<file path="config.mk">
export PLATFORM = sky130hd
export DESIGN_NAME = sub_bytes_pipe
export DESIGN_NICKNAME = d
export VERILOG_FILES = /design/src/rtl/sub_bytes_pipe.sv
export SDC_FILE = /design/constraint.sdc
export NUM_CORES = 1
export LEC_CHECK = 0
export BUFFER_PORTS_ARGS = -buffer_cell sky130_fd_sc_hd__buf_2
export CAP_MARGIN = 20
export CORE_ASPECT_RATIO = 0.8
export CORE_MARGIN = 3
export CORE_UTILIZATION = 70
export DETAILED_ROUTE_END_ITERATION = 16
export PLACE_DENSITY = 0.88
export SYNTH_ARGS = -nofsm -noshare
export SYNTH_HDL_FRONTEND = slang
export SYNTH_SLANG_ARGS = --single-unit
export TNS_END_PERCENT = 30
</file>
<file path="constraint.sdc">
create_clock -name CLK -period 2.3 [get_ports CLK]
set_input_delay 0.345 -clock CLK [delete_from_list [all_inputs] [get_ports CLK]]
set_output_delay 0.345 -clock CLK [all_outputs]
set_load 0.02 [all_outputs]
</file>
<file path="src/rtl/sub_bytes_pipe.sv">
// sub_bytes_pipe: NB-lane AES SubBytes; InvSubBytes is built in only when `SBOX_INV_EN is defined.
// Latency: PIPE cycles (1..3) from input acceptance to out_valid; 1 beat/cycle throughput.
// Backpressure: elastic per-stage valid/ready; bubbles collapse, in_ready falls only when all stages are full and out_ready=0.
module sub_bytes_pipe #(
   parameter int NB   = 4,
   parameter int PIPE = 2
) (
   input  logic            CLK,
   input  logic            RSTn,
   input  logic            in_valid,
   output logic            in_ready,
   input  logic [8*NB-1:0] in_data,
   input  logic            in_inv,
   output logic            out_valid,
   input  logic            out_ready,
   output logic [8*NB-1:0] out_data,
   output logic            out_inv,
   output logic            busy
);
   localparam int DW = 8 * NB;

   // GF(2^8) multiply modulo x^8+x^4+x^3+x+1.
   function automatic logic [7:0] gf_mul(input logic [7:0] a, input logic [7:0] b);
      logic [7:0] p;
      logic [7:0] x;
      p = '0;
      x = a;
      for (int i = 0; i < 8; i++) begin
         if (b[i]) p = p ^ x;
         x = {x[6:0], 1'b0} ^ ({8{x[7]}} & 8'h1b);
      end
      return p;
   endfunction

   // GF(2^8) inverse through the GF(2^4) subfield: x^17 (the norm) lies in the
   // subfield, where its inverse is N^14; then x^-1 = x^16 * N^14 = x^254.
   // Squarings are linear, so the cost is four general multipliers per lane.
   // Zero maps to zero naturally.
   function automatic logic [7:0] gf_mulinv_8(input logic [7:0] x);
      logic [7:0] x2, x4, x8, x16, n, n2, n4, n8;
      x2  = gf_mul(x, x);
      x4  = gf_mul(x2, x2);
      x8  = gf_mul(x4, x4);
      x16 = gf_mul(x8, x8);
      n   = gf_mul(x16, x);
      n2  = gf_mul(n, n);
      n4  = gf_mul(n2, n2);
      n8  = gf_mul(n4, n4);
      return gf_mul(x16, gf_mul(n2, gf_mul(n4, n8)));
   endfunction

   function automatic logic [7:0] rotl8(input logic [7:0] b, input int n);
      logic [15:0] t;
      t = {b, b} << n;
      return t[15:8];
   endfunction

   // Forward AES affine map including the 0x63 constant.
   function automatic logic [DW-1:0] fwd_bus(input logic [DW-1:0] x);
      logic [DW-1:0] y;
      logic [7:0]    b;
      for (int k = 0; k < NB; k++) begin
         b = x[8*k +: 8];
         y[8*k +: 8] = b ^ rotl8(b, 1) ^ rotl8(b, 2) ^ rotl8(b, 3) ^ rotl8(b, 4) ^ 8'h63;
      end
      return y;
   endfunction

   function automatic logic [DW-1:0] inv_bus(input logic [DW-1:0] x);
      logic [DW-1:0] y;
      for (int k = 0; k < NB; k++) y[8*k +: 8] = gf_mulinv_8(x[8*k +: 8]);
      return y;
   endfunction

`ifdef SBOX_INV_EN
   // Inverse affine A^-1(x ^ 0x63); the constant folds to 0x05 after the rotations.
   function automatic logic [DW-1:0] pre_inv_bus(input logic [DW-1:0] x);
      logic [DW-1:0] y;
      logic [7:0]    b;
      for (int k = 0; k < NB; k++) begin
         b = x[8*k +: 8];
         y[8*k +: 8] = rotl8(b, 1) ^ rotl8(b, 3) ^ rotl8(b, 6) ^ 8'h05;
      end
      return y;
   endfunction
`endif

   logic [PIPE-1:0]         v;
   logic [PIPE-1:0]         m;
   logic [PIPE-1:0][DW-1:0] d;
   logic [PIPE:0]           rdy;
   logic [PIPE-1:0]         up_v;
   logic [PIPE-1:0]         up_m;
   logic [PIPE-1:0][DW-1:0] st_in;
   logic [DW-1:0]           s0_out;
   logic [DW-1:0]           s1_in;
   logic [DW-1:0]           s1_out;
   logic [DW-1:0]           s2_in;
   logic [DW-1:0]           s2_out;
`ifdef SBOX_INV_EN
   logic                    s2_inv;
`endif

   // S0: inverse beats pass through the inverse affine map before inversion.
   always_comb begin
`ifdef SBOX_INV_EN
      s0_out = in_inv ? pre_inv_bus(in_data) : in_data;
`else
      s0_out = in_data;
`endif
   end

   assign s1_out = inv_bus(s1_in);

   // S2: forward beats get the forward affine map after inversion.
   always_comb begin
`ifdef SBOX_INV_EN
      s2_out = s2_inv ? s2_in : fwd_bus(s2_in);
`else
      s2_out = fwd_bus(s2_in);
`endif
   end

   // Register placement: segments collapse into fewer stages as PIPE shrinks.
   generate
      if (NB < 1 || NB > 16) begin : g_bad_nb
         $error("sub_bytes_pipe: NB must be in 1..16");
      end
      if (PIPE == 1) begin : g_p1
         assign s1_in    = s0_out;
         assign s2_in    = s1_out;
         assign st_in[0] = s2_out;
`ifdef SBOX_INV_EN
         assign s2_inv   = in_inv;
`endif
      end else if (PIPE == 2) begin : g_p2
         assign s1_in    = s0_out;
         assign s2_in    = d[0];
         assign st_in[0] = s1_out;
         assign st_in[1] = s2_out;
`ifdef SBOX_INV_EN
         assign s2_inv   = m[0];
`endif
      end else if (PIPE == 3) begin : g_p3
         assign s1_in    = d[0];
         assign s2_in    = d[1];
         assign st_in[0] = s0_out;
         assign st_in[1] = s1_out;
         assign st_in[2] = s2_out;
`ifdef SBOX_INV_EN
         assign s2_inv   = m[1];
`endif
      end else begin : g_bad_pipe
         $error("sub_bytes_pipe: PIPE must be in 1..3");
      end
   endgenerate

   // Ready ripples back from the consumer: a stage accepts if empty or draining.
   always_comb begin
      rdy[PIPE] = out_ready;
      for (int k = PIPE - 1; k >= 0; k--) rdy[k] = !v[k] | rdy[k+1];
   end

   // Upstream valid/mode feeding each stage.
   always_comb begin
      up_v[0] = in_valid;
      up_m[0] = in_inv;
      for (int k = 1; k < PIPE; k++) begin
         up_v[k] = v[k-1];
         up_m[k] = m[k-1];
      end
   end

   // Stage registers: reload whenever the stage can accept; data only moves with a valid beat.
   always_ff @(posedge CLK or negedge RSTn) begin
      if (!RSTn) begin
         v <= '0;
         m <= '0;
         d <= '0;
      end else begin
         for (int k = 0; k < PIPE; k++) begin
            if (rdy[k]) begin
               v[k] <= up_v[k];
               if (up_v[k]) begin
                  d[k] <= st_in[k];
                  m[k] <= up_m[k];
               end
            end
         end
      end
   end

   assign in_ready  = rdy[0];
   assign out_valid = v[PIPE-1];
   assign out_data  = d[PIPE-1];
   assign out_inv   = m[PIPE-1];
   assign busy      = |v;

endmodule

</file>
==> results of run 1 <==
==> kinds of logic after synthesis <==
| family | count (synthesis) |
|---|---|
| adder cells (fa/ha/maj) | 30 |
| AO/OA/AOI/OAI | 1168 |
| flip-flops | 68 |
| AND/OR/NAND/NOR | 2073 |
| multiplexers | 230 |
| XOR/XNOR | 1837 |
| buffers and inverters | 507 |
==> through the flow <==
step           setup slack, ps  setup TNS [ps]  instances  utilization (%)
2_1_floorplan           -11670         -370010       5913                -
3_5_place_dp            -13540         -420460       8144             94.7
3_3_place_gp            -11720         -365150       8144             94.7
==> out/qor.yml, run 1 <==
floorplan:
  num_io_pins: 73
  fp-row-count: 81
  die_y_um: 231
  chipWidth_um: 287
  start_util_pct: 71.5
yosys:
  synth_fa_ha_area_share_pct: 0.838
  synth_compound_area_share_pct: 17.5
  synth_edf_count: 0
  synth_top_family_by_area: "XOR/XNOR gates"
  syn_area_per_cell_um2: 7.48
  ys_seq_area_share_pct: 3.85
  ys_top_cells_by_count: "1,152 x xnor2_1, 707 x nand2_1, 619 x nor2_1"
  synthArstFlopShare_pct: 100
  synth_fp_nets: 5978
  ys.flop_type: "dfrtp_1"
  ys_top_cells_by_area: "xnor2_1 23%, xnor3_1 10%, xor2_1 6.9%"
  netlist-cell-type-count: 124
  syn-instance-count: 5913
  syn_area_um2: 44200
  synth-simple-area-share_pct: 21.3
  postSynthRegisterBits: 68
  synthMuxAreaShare_pct: 5.48
  yosys.area.top_type_share_pct: 22.8
  synthXorXnorAreaFrac_pct: 46.1
  synth.most_common_cell: "xnor2_1"
  yosys_warnings: 0
  synth.largest_area_cell: "xnor2_1"
clock_tree:
  numCtsBuffers: 9
  cts_setup_buffers: 226
  cts_hold_buf: 0
  max-clock-path-buffers: 2
  cts_root_buffer: "clkbuf_16"
  htreeDepth: 3
  cts_resized: 800
  cts.sinks: 68
placement:
  place_area_um2: 58500
  dp_hpwl_um: 168000
  routabilityCongestion: 1.09
  io_buffers: 72
status:
  haltStage: "clock tree synthesis (4_1_cts)"
  error_line: "[ERROR DPL-0038] Utilization greater than 100%, impossible to legalize"
  status: "stopped before the end"
==> run 2, diff against run 1 <==
--- a/config.mk
+++ b/config.mk
@@ -7,11 +7,10 @@
 export LEC_CHECK = 0
 export BUFFER_PORTS_ARGS = -buffer_cell sky130_fd_sc_hd__buf_2
 export CAP_MARGIN = 20
-export CORE_ASPECT_RATIO = 0.8
 export CORE_MARGIN = 3
-export CORE_UTILIZATION = 70
+export CORE_UTILIZATION = 40
 export DETAILED_ROUTE_END_ITERATION = 16
-export PLACE_DENSITY = 0.88
+export PLACE_DENSITY_LB_ADDON = 0.15
 export SYNTH_ARGS = -nofsm -noshare
 export SYNTH_HDL_FRONTEND = slang
 export SYNTH_SLANG_ARGS = --single-unit
==> out/qor.yml, run 2 <==
worst_setup_path:
  worstRegToRegCells: 4
  cp_num_buf_inv: 11
  worstSetupPathType: "input port to register"
  r2r_slack_ps: 520
  r2r_end: "out_data[5]$_DFFE_PN0P_"
  critPathTopFamily: "XOR/XNOR gates"
  crit_end: "s2_in[22]$_DFFE_PN0P_"
  slowest_stage: "or4_4"
  path_depth: 64
  setup.worst_path.end_class: "register"
  critical_path.max_fanout: 8
  critical_path_required_ps: 2560
  worstPathArrival_ps: 13640
  cp-start-kind: "input port"
  critPathMaxStageDelay_ps: 540
  rr_startpoint: "s2_in[3]$_DFFE_PN0P_"
  startpoint: "in_data[23]"
finish:
  layout-drive-gt1-share_pct: 38.9
  fillers: 9874
  final_cell_area_um2: 65600
  final_cell_mix: "1,845 x buf_4, 947 x xnor2_1, 674 x nand2_1"
  final_common_cell: "buf_4"
  final_cells: 9073
  final_nets: 7654
  areaGrowthSynthToFinish_pct: 48.3
global_routing:
  grt_max_degree: 38
  first_global_vias: 45880
  antenna_found_initial: 6
  track_usage_pct: 24.8
  grt_pass1_wl_um: 240000
  grt-ovfl-total: 0
yosys:
  yosys_warnings: 0  # unchanged
  synth.largest_area_cell: "xnor2_1"  # unchanged
  synth.most_common_cell: "xnor2_1"  # unchanged
  ys_top_cells_by_count: "1,152 x xnor2_1, 707 x nand2_1, 619 x nor2_1"  # unchanged
  yosys.area.top_type_share_pct: 22.8  # unchanged
  syn_area_um2: 44200  # unchanged
  synth_edf_count: 0  # unchanged
  ys_seq_area_share_pct: 3.85  # unchanged
  syn_area_per_cell_um2: 7.48  # unchanged
  netlist-cell-type-count: 124  # unchanged
  ys.flop_type: "dfrtp_1"  # unchanged
  ys_top_cells_by_area: "xnor2_1 23%, xnor3_1 10%, xor2_1 6.9%"  # unchanged
  synth_fp_nets: 5978  # unchanged
  synthArstFlopShare_pct: 100  # unchanged
  syn-instance-count: 5913  # unchanged
  postSynthRegisterBits: 68  # unchanged
floorplan:
  coreArea_um2: 109000
  die_y_um: 338  # was 231 um
  start_util_pct: 40.5  # was 71.5%
  fp-row-count: 121  # was 81
  num_io_pins: 73  # unchanged
  fp.dieArea_um2: 115000
  chipWidth_um: 338  # was 287 um
clock_tree:
  cts_tree: "done"
  cts.sinks: 68  # unchanged
  numCtsBuffers: 9  # unchanged
  clk-insertion-delay-late_ps: 390
  cts_root_buffer: "clkbuf_16"  # unchanged
  max-clock-path-buffers: 2  # unchanged
  htreeDepth: 3  # unchanged
  clkTransAtPathRegs_ps: 70
timing:
  max_slew_margin_pct: 51.4
  drv_slew: 0
  post-route-min-period_ps: 13380
  setup_viol: 32
  post-route-period-util_pct: 582
  fmax_mhz: 74.8
  whs_ps: 195
  finalHoldViolations: 0
  rsz0062_at_grt: "true"
  skew_ps: 15.7
  worst_pin_slew_ps: 724
  worst_slack_ps: -11080
route:
  drtAntennaViolNets: 0
  viasPerCell: 5.28
  firstDrtPassIters: 6
  drc_errors: 0
  first_iter_violations: 3247
  wl_per_cell_um: 16.6
  totalWireLength_um: 151000
  vias: 47861
placement:
  place_area_um2: 60100  # was 58,500 um^2
  routabilityCongestion: 0.934  # was 1.09
  io_buffers: 72  # unchanged
  post-place-cells: 8855  # was 8,144
  dp_hpwl_um: 117000  # was 168,000 um
worst_hold_path:
  hold_path.class: "input port to register"
  hold_depth: 2
status:
  violations: "setup timing"
  status: "finished with violations"  # was stopped before the end
flow_run:
  drv_cap: 0
run 2: cell counts after synthesis:
No cell type changed its count.
run 2: metrics by stage:
stage                     setup TNS (ps)  setup WS [ps]  util (%)
after floorplan                  -370010         -11670         -
after global placement           -376550         -12110      54.9
after detailed placement         -380280         -12180      54.9
after CTS                        -353290         -11400      57.0
after global routing             -371810         -11880      60.0
final                            -349100         -11080      60.0
run 2: worst min path at each step:
stage | from | end | slack [ps]
global route | in_valid | v[0]$_DFFE_PN0N_ | 180
floorplan | RSTn | m[0]$_DFFE_PN0P_ | 50
global placement | RSTn | out_data[10]$_DFFE_PN0P_ | 380
finish | in_valid | v[0]$_DFFE_PN0N_ | 190
CTS | in_valid | v[0]$_DFFE_PN0N_ | 170
detailed placement | RSTn | out_data[30]$_DFFE_PN0P_ | 380
run 2: worst register-to-register path: cells and delay by family (launching register included):
kind,cells,cell delay (ps)
AOI/OAI and AO/OA,1,110
xor gates and xnor gates,3,1130
DFF,1,420
run 2: area by class of cell:
class / instances / area (um^2) / area share, %
multi-input cells: 5340 / 45100 / 68.8
diodes: 3 / 7.51 / 0.0114
clock buffers: 9 / 225 / 0.343
clock inverters: 7 / 82.6 / 0.126
well taps: 1476 / 1850 / 2.82
inverters: 124 / 497 / 0.758
flip-flops and latches: 68 / 1700 / 2.60
repair buffers: 2046 / 16100 / 24.5
run 2: logic make-up (layout without fill, tap and decap cells):
group,Yosys count,in the layout,synth area share (%)
xor gates and xnor gates,1837,1839,46.1
AOI/OAI and AO/OA,1168,1168,17.5
buffers and inverters,507,2186,4.88
other,0,3,0
adders and majority gates,30,30,0.838
muxes,230,230,5.48
DFF,68,68,3.85
and+or+nand+nor,2073,2073,21.3
run 2: timing repair:
item,4_1_cts,5_1_grt
pin swaps,191,305
hold endpoints to repair,36,0
gates cloned,2,2
hold buffers,1,0
buffers inserted,85,116
setup endpoints to repair,32,32
gates resized for setup,269,450
run 2: routing by layer:
metal | vias up | track usage [%] | routed length (um)
met2 | 1152 | 42.5 | 72400
met5 | - | 0 | 21
li1 | 23703 | - | -
met1 | 22833 | 34.8 | 69700
met4 | 4 | 4.04 | 2220
met3 | 169 | 1.71 | 6720
Power of run 2 is not shown: default switching activity piles up to over one toggle a cycle in this logic, so the estimate is an artifact.
